[src/rtl/dram_arb_pkg.sv]
// rtl/dram_arb_pkg.sv - shared types and constants for dram_arbiter
package dram_arb_pkg;

  localparam int         NUM_REQ   = 2;
  localparam logic [1:0] RESP_OKAY = 2'b00;

  typedef enum logic [2:0] {
    IDLE,
    RD_ADDR,
    RD_DATA,
    WR_ADDR,
    WR_RESP
  } state_t;

  function automatic logic [NUM_REQ-1:0] idx_onehot(input logic idx);
    return idx ? 2'b10 : 2'b01;
  endfunction

endpackage

[src/rtl/rr_arbiter.sv]
// rtl/rr_arbiter.sv - 2-way round-robin grant; the requester not granted last wins a tie
module rr_arbiter
  import dram_arb_pkg::*;
(
  input  logic [NUM_REQ-1:0] i_req,
  input  logic               i_last,
  output logic [NUM_REQ-1:0] o_grant
);

  always_comb begin
    o_grant = i_req;
    if (i_req[0] && i_req[1]) begin
      o_grant = i_last ? 2'b01 : 2'b10;
    end
  end

endmodule

[src/rtl/dram_arbiter.sv]
// rtl/dram_arbiter.sv - shares one AXI4-Lite master between two requesters, one transfer in flight
module dram_arbiter
  import dram_arb_pkg::*;
#(
  parameter int ADDR_W = 32,
  parameter int DATA_W = 32
) (
  input  logic                        ACLK,
  input  logic                        ARESETN,
  input  logic [NUM_REQ-1:0]          req_valid,
  input  logic [NUM_REQ-1:0]          req_we,
  input  logic [NUM_REQ*ADDR_W-1:0]   req_addr,
  input  logic [NUM_REQ*DATA_W-1:0]   req_wdata,
  input  logic [NUM_REQ*DATA_W/8-1:0] req_wstrb,
  output logic [NUM_REQ-1:0]          req_ready,
  output logic [NUM_REQ-1:0]          req_done,
  output logic [DATA_W-1:0]           req_rdata,
  output logic                        req_err,
  output logic [ADDR_W-1:0]           M_AXI_AWADDR,
  output logic                        M_AXI_AWVALID,
  input  logic                        M_AXI_AWREADY,
  output logic [DATA_W-1:0]           M_AXI_WDATA,
  output logic [DATA_W/8-1:0]         M_AXI_WSTRB,
  output logic                        M_AXI_WVALID,
  input  logic                        M_AXI_WREADY,
  input  logic [1:0]                  M_AXI_BRESP,
  input  logic                        M_AXI_BVALID,
  output logic                        M_AXI_BREADY,
  output logic [ADDR_W-1:0]           M_AXI_ARADDR,
  output logic                        M_AXI_ARVALID,
  input  logic                        M_AXI_ARREADY,
  input  logic [DATA_W-1:0]           M_AXI_RDATA,
  input  logic [1:0]                  M_AXI_RRESP,
  input  logic                        M_AXI_RVALID,
  output logic                        M_AXI_RREADY
);

  localparam int STRB_W = DATA_W / 8;

  state_t              r_state;
  logic                r_gnt;
  logic                r_last;
  logic [NUM_REQ-1:0]  r_req_ready;
  logic [NUM_REQ-1:0]  r_req_done;
  logic [DATA_W-1:0]   r_rdata;
  logic                r_err;
  logic                r_arvalid;
  logic                r_rready;
  logic                r_awvalid;
  logic                r_wvalid;
  logic                r_bready;
  logic [ADDR_W-1:0]   r_araddr;
  logic [ADDR_W-1:0]   r_awaddr;
  logic [DATA_W-1:0]   r_wdata;
  logic [STRB_W-1:0]   r_wstrb;

  logic [NUM_REQ-1:0]  w_grant;
  logic                w_idx;
  logic [ADDR_W-1:0]   w_addr;
  logic [DATA_W-1:0]   w_wdata;
  logic [STRB_W-1:0]   w_wstrb;
  logic                w_aw_done;
  logic                w_w_done;

  rr_arbiter u_rr (
    .i_req   (req_valid),
    .i_last  (r_last),
    .o_grant (w_grant)
  );

  assign w_idx   = w_grant[1];
  assign w_addr  = w_idx ? req_addr[2*ADDR_W-1:ADDR_W]   : req_addr[ADDR_W-1:0];
  assign w_wdata = w_idx ? req_wdata[2*DATA_W-1:DATA_W] : req_wdata[DATA_W-1:0];
  assign w_wstrb = w_idx ? req_wstrb[2*STRB_W-1:STRB_W] : req_wstrb[STRB_W-1:0];

  // A write channel counts as finished if it already handshook or handshakes this cycle
  assign w_aw_done = !r_awvalid || M_AXI_AWREADY;
  assign w_w_done  = !r_wvalid  || M_AXI_WREADY;

  always_ff @(posedge ACLK or negedge ARESETN) begin
    if (!ARESETN) begin
      r_state     <= IDLE;
      r_gnt       <= 1'b0;
      r_last      <= 1'b1;
      r_req_ready <= '0;
      r_req_done  <= '0;
      r_rdata     <= '0;
      r_err       <= 1'b0;
      r_arvalid   <= 1'b0;
      r_rready    <= 1'b0;
      r_awvalid   <= 1'b0;
      r_wvalid    <= 1'b0;
      r_bready    <= 1'b0;
      r_araddr    <= '0;
      r_awaddr    <= '0;
      r_wdata     <= '0;
      r_wstrb     <= '0;
    end else begin
      r_req_ready <= '0;
      r_req_done  <= '0;
      case (r_state)
        IDLE: begin
          if (|req_valid) begin
            r_gnt       <= w_idx;
            r_last      <= w_idx;
            r_req_ready <= w_grant;
            if (req_we[w_idx]) begin
              r_awaddr  <= w_addr;
              r_wdata   <= w_wdata;
              r_wstrb   <= w_wstrb;
              r_awvalid <= 1'b1;
              r_wvalid  <= 1'b1;
              r_state   <= WR_ADDR;
            end else begin
              r_araddr  <= w_addr;
              r_arvalid <= 1'b1;
              r_state   <= RD_ADDR;
            end
          end
        end
        RD_ADDR: begin
          if (M_AXI_ARREADY) begin
            r_arvalid <= 1'b0;
            r_rready  <= 1'b1;
            r_state   <= RD_DATA;
          end
        end
        RD_DATA: begin
          if (M_AXI_RVALID) begin
            r_rready   <= 1'b0;
            r_rdata    <= M_AXI_RDATA;
            r_err      <= (M_AXI_RRESP != RESP_OKAY);
            r_req_done <= idx_onehot(r_gnt);
            r_state    <= IDLE;
          end
        end
        WR_ADDR: begin
          if (M_AXI_AWREADY) r_awvalid <= 1'b0;
          if (M_AXI_WREADY)  r_wvalid  <= 1'b0;
          if (w_aw_done && w_w_done) begin
            r_bready <= 1'b1;
            r_state  <= WR_RESP;
          end
        end
        WR_RESP: begin
          if (M_AXI_BVALID) begin
            r_bready   <= 1'b0;
            r_err      <= (M_AXI_BRESP != RESP_OKAY);
            r_req_done <= idx_onehot(r_gnt);
            r_state    <= IDLE;
          end
        end
        default: r_state <= IDLE;
      endcase
    end
  end

  assign req_ready     = r_req_ready;
  assign req_done      = r_req_done;
  assign req_rdata     = r_rdata;
  assign req_err       = r_err;
  assign M_AXI_AWADDR  = r_awaddr;
  assign M_AXI_AWVALID = r_awvalid;
  assign M_AXI_WDATA   = r_wdata;
  assign M_AXI_WSTRB   = r_wstrb;
  assign M_AXI_WVALID  = r_wvalid;
  assign M_AXI_BREADY  = r_bready;
  assign M_AXI_ARADDR  = r_araddr;
  assign M_AXI_ARVALID = r_arvalid;
  assign M_AXI_RREADY  = r_rready;

endmodule
[config.mk]
export PLATFORM = sky130hd
export DESIGN_NAME = dram_arbiter
export DESIGN_NICKNAME = d
export VERILOG_FILES = /design/src/rtl/dram_arb_pkg.sv /design/src/rtl/rr_arbiter.sv /design/src/rtl/dram_arbiter.sv
export SDC_FILE = /design/constraint.sdc
export NUM_CORES = 1
export LEC_CHECK = 0
export CORE_MARGIN = 8
export CORE_UTILIZATION = 44
export CTS_BUF_LIST = sky130_fd_sc_hd__clkbuf_16
export DETAILED_ROUTE_END_ITERATION = 6
export PLACE_DENSITY = 0.87
export REMOVE_ABC_BUFFERS = 1
export SLEW_MARGIN = 0
export SYNTH_ARGS = -nofsm -noshare
export SYNTH_HDL_FRONTEND = slang
export SYNTH_SLANG_ARGS = --single-unit
[constraint.sdc]
create_clock -name ACLK -period 3.2 [get_ports ACLK]
set_input_delay 0.96 -clock ACLK [delete_from_list [all_inputs] [get_ports ACLK]]
set_output_delay 0.96 -clock ACLK [all_outputs]
set_load 0.005 [all_outputs]
* After elaboration in Yosys (flattened, before gate mapping)
Index checks and enable logic that the tools add are counted.
** Storage, ports and cells
- Bits in registers :: 147
- Memories kept :: 0
- Latch bits :: 0
- Logic and storage cells :: 96
- Input bits :: 183
- Memory bits (writable) :: 0
- Output and inout bits :: 142
- ROM bits :: 0
** Cells by class
- Bitwise gates (word level) :: 1
- Order comparisons :: 1
- Multiplexer cells :: 39
- Reductions and logical operators :: 26
- Div/mod/pow operators :: 0
- Shift-type cells :: 0
- Multiply operators :: 0
- Add/sub/neg operators :: 0
- Equality and inequality tests :: 13
** Operators with widths (number)
- $mux 32 :: 2
- $ne 2x2->1 const B :: 9
- $mux 2 :: 8
- $mux 1 :: 15
- $mux 3 :: 5
- $pmux 3 s5 :: 1
- $reduce_and 3->1 :: 5
- $reduce_bool 2->1 :: 7
- $pmux 1 s2 :: 6
- $reduce_and 4->1 :: 3
- $eq 3x2->1 const B :: 2
- $reduce_and 5->1 :: 1
- $mux 4 :: 1
- $pmux 2 s2 :: 1
- $reduce_and 2->1 :: 2
- $eq 3x1->1 const B :: 1
- $eq 3x3->1 const B :: 1
- $logic_not 3->1 :: 1
- $logic_and 1x1->1 :: 2
- $logic_not 1->1 :: 2
- $logic_or 1x1->1 :: 2
- $lt 1x2->1 const B :: 1
- $reduce_or 2->1 :: 1
- $not 1->1 :: 1

* Logic depth before layout (Yosys ltp)
Gate-level depths: netlist of run 1.
- Word-level depth :: 7
- Depth in mapped cells :: 6
- Depth with buffers taken out :: 4

* Cells and area by module
From an unflattened synthesis of run 1, not the netlist that was laid out.
** Second synthesis, totals
- Cells, all modules :: 431
- Area total of the unflattened synthesis :: 6779.0 um^2
** By module, submodules not included
- dram_arbiter :: sequential area each 3679.8 um^2, instances 1, cells an instance 428, area an instance 6760.2 um^2
- rr_arbiter :: sequential area each 0.0 um^2, instances 1, cells an instance 3, area an instance 18.8 um^2

* Least setup slack after synthesis of run 1
No wires, ideal clock.
- Path kind :: input to register
- Start :: input req_valid[1]
- End :: register r_wdata[22], in the netlist M_AXI_WDATA[22]
- Slack :: 0.782 ns
- Arrival :: 2.290 ns
- Stages on the path :: 5
- Setup time :: 0.128 ns
- Cell sequence :: a21boi_4 buf_2 buf_2 mux2_2 mux2_1
** On the way
- Cells in the longest elaborated chain, start to end :: 5
** RTL lines
- start: declaration :: line dram_arbiter.sv:10 : input logic [NUM_REQ-1:0] req_valid,
- $logic_and 1x1->1 :: line rr_arbiter.sv:12 : if (i_req[0] && i_req[1]) begin
- $mux 2 :: line rr_arbiter.sv:12
- $mux 1 (implied by the code) (2 in series) :: line dram_arbiter.sv:107 : if (req_we[w_idx]) begin
- $reduce_and 3->1 (no line)
- end signal: assignment :: line dram_arbiter.sv:109 : r_wdata <= w_wdata;
- end: declaration :: line dram_arbiter.sv:54 : logic [DATA_W-1:0] r_wdata;
Parallel ways exist; a longest one is shown, timed or not. The select of a mux whose other input is x is not followed.
A chain may end at the register's enable or synchronous reset.

* Worst setup path in the final report of run 1
- Start :: input req_valid[0]
- End :: register r_awaddr[9], in the netlist M_AXI_AWADDR[9]
** On the way
- Cells in the longest elaborated chain, start to end :: 5
** RTL lines
- $logic_and 1x1->1 :: line rr_arbiter.sv:12
- $mux 2 :: line rr_arbiter.sv:12
- $mux 1 (implied by the code) (2 in series) :: line dram_arbiter.sv:107
- $reduce_and 3->1 (no line)
- end signal: assignment :: line dram_arbiter.sv:108 : r_awaddr <= w_addr;
- end: declaration :: line dram_arbiter.sv:53 : logic [ADDR_W-1:0] r_awaddr;
Parallel ways exist; a longest one is shown, timed or not. The select of a mux whose other input is x is not followed.

==> key figures, run 1 <==
Floorplan
  • I/O pins: between 300 and 400
  • Core ar.: around 14000 um^2
  • Die X: around 140 um
  • Die ar.: approximately 19000 um^2
  • DIE HEIGHT: around 140 um
  • FP Rows: between 40 and 50
  • Starting density of the core: 0.4467

Setup path
  • CP Capture Type: register
  • Critical path class: primary input to register
  • Reg2Reg Capture Point: M_AXI_AWADDR[12]
  • CP endpoint: M_AXI_AWADDR[9]
  • Max incr delay on CP: 0.53 ns
  • WP data arrival: 2.90 ns
  • Startpoint Class: primary input
  • CP required: around 3.5 ns
  • Crit path from: req_valid[0]
  • Crit-path max FO: 25
  • Flop-to-flop setup slack: ~1 ns
  • R2R Path Start: r_state[0]
  • CP Cell Sequence: clkdlybuf4s50_1, a21boi_4, buf_4, mux2_2, mux2_1
  • Slowest-stage cell, CP: clkdlybuf4s50_1
  • R2R cell count: 5

CTS
  • CTS H-Tree Depth: 4
  • Clock latency at the later pin of the worst-skew pair: between 0.4 and 0.5 ns
  • Quantity of gates resized following cts: 0
  • CTS Root Buffer Type: clkbuf_16
  • Clk buf depth: 2
  • CTS sink cnt: between 100 and 150
  • Post CTS Setup Buffer Count: 0
  • CTS Buf Count: 17
  • CTS Hold Bufs: 0
  • CTS tree: done
  • Clock transition at the registers of the reported paths: approximately 0.06 ns

Power and ir drop
  • VDD IR max: 565.2 uV
  • Sw Pwr: about 0.0028 W
  • Clk pwr share: 0.190
  • Sw Ratio: 0.3016
  • Gate power share: 0.444
  • Pwr dens: between 800 and 900 nW/um^2
  • Pleak: roughly 4.3 nW
  • P_int: 0.006378 W
  • Seq pwr share: 0.366

Global routing
  • First-pass GRT wire length: 31.25 mm
  • GRT Total Usage: 0.2217
  • Vias in the first global route: ~5500
  • Grt total ovfl: 0
  • Largest net degree at the start of global routing: 67
  • Initial antenna violation count: 1

Route
  • Detail Route Antenna Nets: 0
  • Initial DRC Count: roughly 170
  • Final WL: a little over 20 mm
  • Drt first pass iters: 4
  • Drc violations: 0
  • Vias post-DR: between 4000 and 5000
  • Wirelength per Cell: 21.59 um
  • Avg Vias per Cell: approximately 5.0

Timing
  • Actual slew at the worst max-slew pin: between 0.6 and 0.7 ns
  • Shortest period the worst path allows: approximately 2.6 ns
  • Final Cycle Share: 0.8153
  • Setup TNS: 0 ns
  • Clock skew: 0.005911 ns
  • RSZ-0062 raised after global routing: false
  • Slew Limit Fails: 0
  • Final Setup Violations: 0
  • Endpoints failing hold: 0
  • F_max: roughly 380 MHz
  • Max-slew headroom: 0.5916
  • Final worst setup slack: a little under 0.6 ns

Synth
  • Yosys top cell area share: 0.5670
  • Count of state elements after synthesis: roughly 150
  • Synth Warn #: 0
  • Post-Syn Instances: around 430
  • Post-synth EDFFs: 0
  • Synth top area cells: dfrtp_1 (57%), mux2_1 (23%), mux2_2 (12%)
  • Most common cell in the netlist: dfrtp_1
  • Synth Cell Area: ~6400 um^2
  • Fraction of the yosys area taken by sequential cells: 0.5711
  • Post-synthesis cell type count: 38
  • Syn avg cell area: 15.06 um^2
  • Async S/R FF share, synth: 1.000
  • Synth top cells by count: dfrtp_1 (146), mux2_1 (131), mux2_2 (69)
  • Post-synth top area cell: dfrtp_1
  • Main synth FF type: dfrtp_1

Finish
  • Final net count: around 940
  • Layout cells sized above 1: 0.1503
  • Area growth syn-to-layout: 62.17%
  • Post-route insts no fill: 957
  • Fill cells: between 900 and 1000
  • Fin util: 0.7245

Placement
  • Hpwl dp: ~16 mm
  • Pre-CTS WS: between 0.1 and 0.15 ns
  • Placer Congestion: between 0.8 and 0.9
  • IO buf count: between 300 and 400
  • Placed cells: between 900 and 1000

Run status
  • Outcome: complete, no violations

Hold path
  • Worst hold path class: register to register
  • Hold wc startpoint: r_gnt

Run
  • Max-Cap Viols: 0
-- metal layers --
layer	GRT usage	part of all wire	wire length, um
met2	0.4001	0.52	10690
met4	0.08208	0.021	435
met5	0	0	0
met1	0.2151	0.34	6974
met3	0.1050	0.12	2564
-- worst min path at each step --
stage / end / slack [ns] / cells past startpoint
after global routing: req_done[0] / 0.49 / 1
after detailed placement: req_done[0] / 0.46 / 1
after floorplan: req_done[0] / 0.42 / 1
final: req_done[0] / 0.46 / 1
after CTS: req_done[0] / 0.47 / 1
after global placement: req_done[0] / 0.44 / 1
-- final cells by class --
cell class                 instances  area, um^2  share of cell area
antenna                            1       2.502           0.0002395
clock buffer                      17       425.4             0.04071
tap                              184       230.2             0.02203
multi-input combinational        253        2623              0.2510
clock inverter                    15       93.84            0.008980
sequential                       147        3680              0.3521
inverter                           5       18.77            0.001796
timing repair buffer             335        3377              0.3232
-- cells by family (layout without fill, tap and decap cells) --
group           after synthesis  after routing  share of synthesized area
compound gates               26             26                    0.02816
buf+inv                      28            372                    0.02330
flops                       147            147                     0.5711
mux                         201            201                     0.3530
other cells                   0              1                          0
simple gates                 26             26                    0.02446
-- cell usage in the layout (no fill, tap or decap), types with 2 or more instances in the layout --
master,instances
a21o_1,3
dfrtp_1,146
nor2_1,4
and2_1,2
a211oi_1,2
o21ai_0,2
nand2_1,4
nand2b_1,4
buf_12,4
clkinvlp_4,4
clkdlybuf4s50_1,323
mux2_1,131
mux2_2,69
o21ai_1,3
a21oi_1,6
buf_4,7
clkinv_1,5
or3_1,2
inv_1,4
clkbuf_16,17
nand3b_1,2
clkinv_2,2
clkinv_4,3
-- power by group through the flow --
stage	clock (W)	combinational (W)	sequential [W]
2_1_floorplan	0	0.00132	0.00337
3_3_place_gp	0	0.00397	0.00330
3_5_place_dp	0	0.00411	0.00336
4_1_cts	0.00177	0.00415	0.00335
5_1_grt	0.00185	0.00433	0.00347
6_report	0.00173	0.00406	0.00335
-- registers in the layout, summed over array words and instances, names as in the netlist, 2 cells and up --
| signal | count |
|---|---|
| M_AXI_ARADDR | 32 |
| M_AXI_AWADDR | 32 |
| M_AXI_WDATA | 32 |
| req_rdata | 32 |
| M_AXI_WSTRB | 4 |
| r_state | 3 |
| req_done | 2 |
| req_ready | 2 |
-- stage by stage --
stage / total power, W / hold WS, ns / instance area [um^2]
finish: 0.009133 / 0.4598 / 10450
global route: 0.009651 / 0.4860 / 10450
CTS: 0.009261 / 0.4653 / 10450
detailed placement: 0.007474 / 0.4593 / 9928
global placement: 0.007270 / 0.4366 / 9928
floorplan: 0.004683 / 0.4170 / 6312
-- critical path: cells and delay by family --
kind	cells	cell delay [ns]
buf+inv	2	0.92
mux	2	0.72
compound gates	1	0.30
No activity file was read; power rests on OpenSTA's default activity.
==> run 2, diff against run 1 <==
--- a/config.mk
+++ b/config.mk
@@ -6,10 +6,10 @@
 export NUM_CORES = 1
 export LEC_CHECK = 0
 export CORE_MARGIN = 8
-export CORE_UTILIZATION = 44
+export CORE_UTILIZATION = 40
 export CTS_BUF_LIST = sky130_fd_sc_hd__clkbuf_16
 export DETAILED_ROUTE_END_ITERATION = 6
-export PLACE_DENSITY = 0.87
+export PLACE_DENSITY = 0.8
 export REMOVE_ABC_BUFFERS = 1
 export SLEW_MARGIN = 0
 export SYNTH_ARGS = -nofsm -noshare
==> constraint.sdc (replaced) <==
create_clock -name ACLK -period 2.6 [get_ports ACLK]
set_input_delay 0.78 -clock ACLK [delete_from_list [all_inputs] [get_ports ACLK]]
set_output_delay 0.78 -clock ACLK [all_outputs]
set_load 0.005 [all_outputs]
==> run 2 against run 1 <==
Net effect: wire length down 4.2%; sequential cell count did not move; clock skew about the same; final area is 1.4% higher; first-iteration DRC count fell by 26%; critical endpoint is now M_AXI_AWADDR[14]; critical path depth up 1; sequential share of layout area decreased by 0.50 points; highest routed layer unchanged.
==> key figures, run 2 (synthesis results as in run 1) <==
Run status
  • Outcome: complete, no violations

CTS
  • CTS Root Buffer Type: clkbuf_16
  • Clk buf depth: 2 (unchanged)
  • Clock transition at the registers of the reported paths: 0.06 ns (about the same)
  • CTS Buf Count: 17 (unchanged)
  • Post CTS Setup Buffer Count: 0 (unchanged)
  • Quantity of gates resized following cts: 0 (unchanged)
  • CTS H-Tree Depth: 4 (unchanged)
  • CTS sink cnt: 147 (unchanged)
  • Clock latency at the later pin of the worst-skew pair: 0.41 ns (about the same)
  • CTS Hold Bufs: 0 (unchanged)
  • CTS tree: done

Finish
  • # diodes: 0 (-1)
  • Most common cell after layout, fill and taps aside: clkdlybuf4s50_1
  • Layout cells sized above 1: 0.1546 (+0.004380)
  • Post-layout instance area: 10600 um^2 (+1.4%)
  • Final net count: 947 (+0.53%)
  • Post-route insts no fill: 992 (+3.7%)
  • Fill cells: 1123 (+24%)
  • Area growth syn-to-layout: 64.52%
  • Commonest cells after routing, fill and taps aside: clkdlybuf4s50_1 (323), dfrtp_1 (146), mux2_1 (131)

Timing
  • Max-slew headroom: 0.6542 (+0.06256)
  • Clock skew: 0.006083 ns (+0.0001727 ns)
  • Final Cycle Share: 0.8782
  • Slew Limit Fails: 0 (unchanged)
  • Actual slew at the worst max-slew pin: 0.5176 ns (-0.09495 ns)
  • Shortest period the worst path allows: 2.283 ns
  • Endpoints failing hold: 0 (unchanged)
  • Final Setup Violations: 0 (unchanged)
  • Minimum hold slack: 0.2851 ns (-0.1748 ns)
  • F_max: 438.0 MHz
  • RSZ-0062 raised after global routing: false

Global routing
  • Initial antenna violation count: 0 (-1)
  • Vias in the first global route: 5465 (-1.1%)
  • GRT Total Usage: 0.1955 (-0.02619)
  • First-pass GRT wire length: 30.50 mm (-2.4%)
  • Grt total ovfl: 0 (unchanged)
  • Largest net degree at the start of global routing: 52 (-22%)

Route
  • Avg Vias per Cell: 4.810 (-4.7%)
  • Detail Route Antenna Nets: 0 (unchanged)
  • Drc violations: 0 (unchanged)
  • Drt first pass iters: 4 (unchanged)
  • Wirelength per Cell: 19.97 um (-7.5%)
  • Final WL: 19.81 mm (-4.2%)
  • Vias post-DR: 4772 (-1.2%)
  • Initial DRC Count: 126 (-26%)

Floorplan
  • FP Rows: 46 (+4.5%)
  • I/O pins: 325 (unchanged)
  • Die X: 142.9 um (+4.3%)
  • Core ar.: 15830 um^2 (+9.7%)
  • DIE HEIGHT: 142.9 um (+4.3%)
  • Starting density of the core: 0.4071 (-0.03962)
  • Die ar.: 20430 um^2 (+8.8%)

Power and ir drop
  • Pleak: 4.347 nW (+1.7%)
  • Power, Total: 0.01144 W (+25%)
  • Pwr dens: 1079 nW/um^2 (+23%)
  • VDD IR max: 676.8 uV (+20%)

Placement
  • Placed cells: 961 (+4.0%)
  • IO buf count: 324 (unchanged)
  • Placer Congestion: 0.8334 (-1.6%)
  • Placed Area: 10030 um^2 (+1.0%)
  • Hpwl dp: 15.55 mm (-5.5%)

Setup path
  • Startpoint Class: primary input
  • CP Capture Type: register
  • Crit-path max FO: 23 (-8.0%)
  • CP required: 2.89 ns (-0.60 ns)
  • Critical path class: primary input to register
  • WP data arrival: 2.57 ns (-0.33 ns)

Hold path
  • Worst hold path class: primary input to asynchronous set/reset pin

Run
  • Max-Cap Viols: 0 (unchanged)
[run 2: cell types whose count changed in the layout (fill, tap and decap cells not counted), sizes merged]
| cell | before | now |
|---|---|---|
| buf | 12 | 17 |
| clkinvlp | 4 | 1 |
| bufinv | 0 | 3 |
| diode | 1 | 0 |
| inv | 6 | 5 |
[run 2: final cells by class]
type                       instances  area [um^2]  share of cell area
clock inverter                    14        145.1             0.01369
tap                              216        270.3             0.02549
inverter                           5        18.77            0.001770
multi-input combinational        253         2623              0.2474
sequential                       147         3680              0.3471
timing repair buffer             340         3440              0.3244
clock buffer                      17        425.4             0.04013
[run 2: worst paths after layout]
check                           cells after the start          endpoint         start  slack (ns)
min in group ACLK                                   1       req_done[0]         r_gnt        0.46
worst max-delay path                                6  M_AXI_AWADDR[14]  req_valid[1]        0.32
worst min register to register                      1       req_done[0]         r_gnt        0.46
worst min-delay path                                1     req_rdata[21]       ARESETN        0.29
max in group asynchronous                           2            r_last       ARESETN        1.69
worst max register to register                      5  M_AXI_AWADDR[14]    r_state[0]        0.46
[run 2: routing by layer]
| layer | up-vias | track usage | part of all wire |
|---|---|---|---|
| li1 | 2204 | - | - |
| met2 | 242 | 0.3364 | 0.50 |
| met3 | 34 | 0.09649 | 0.12 |
| met5 | - | 0 | 0 |
| met1 | 2292 | 0.1991 | 0.36 |
| met4 | 0 | 0.07774 | 0.024 |
[run 2: where the power goes]
group | total, W | internal, W | switching [W]
logic | 0.00494 | 0.00322 | 0.00172
registers | 0.00412 | 0.00346 | 0.000662
clock network | 0.00238 | 0.00148 | 0.000898
total | 0.0114 | 0.00816 | 0.00328
[run 2: through the flow]
step | TNS [ns] | utilization | setup WS, ns
after floorplan | -127.74 | - | -1.255
after CTS | 0 | 0.6698 | 0.3137
after global routing | 0 | 0.6698 | 0.2208
final | 0 | 0.6698 | 0.3168
after detailed placement | -8.328 | 0.6338 | -0.1219
after global placement | -3.941 | 0.6338 | -0.05828
[run 2: critical path, stage by stage]
cell and delay [ns]:
clkdlybuf4s50_1 0.48, a21boi_4 0.27, mux2i_4 0.34, nor2_4 0.07, buf_4 0.25, mux2_1 0.36
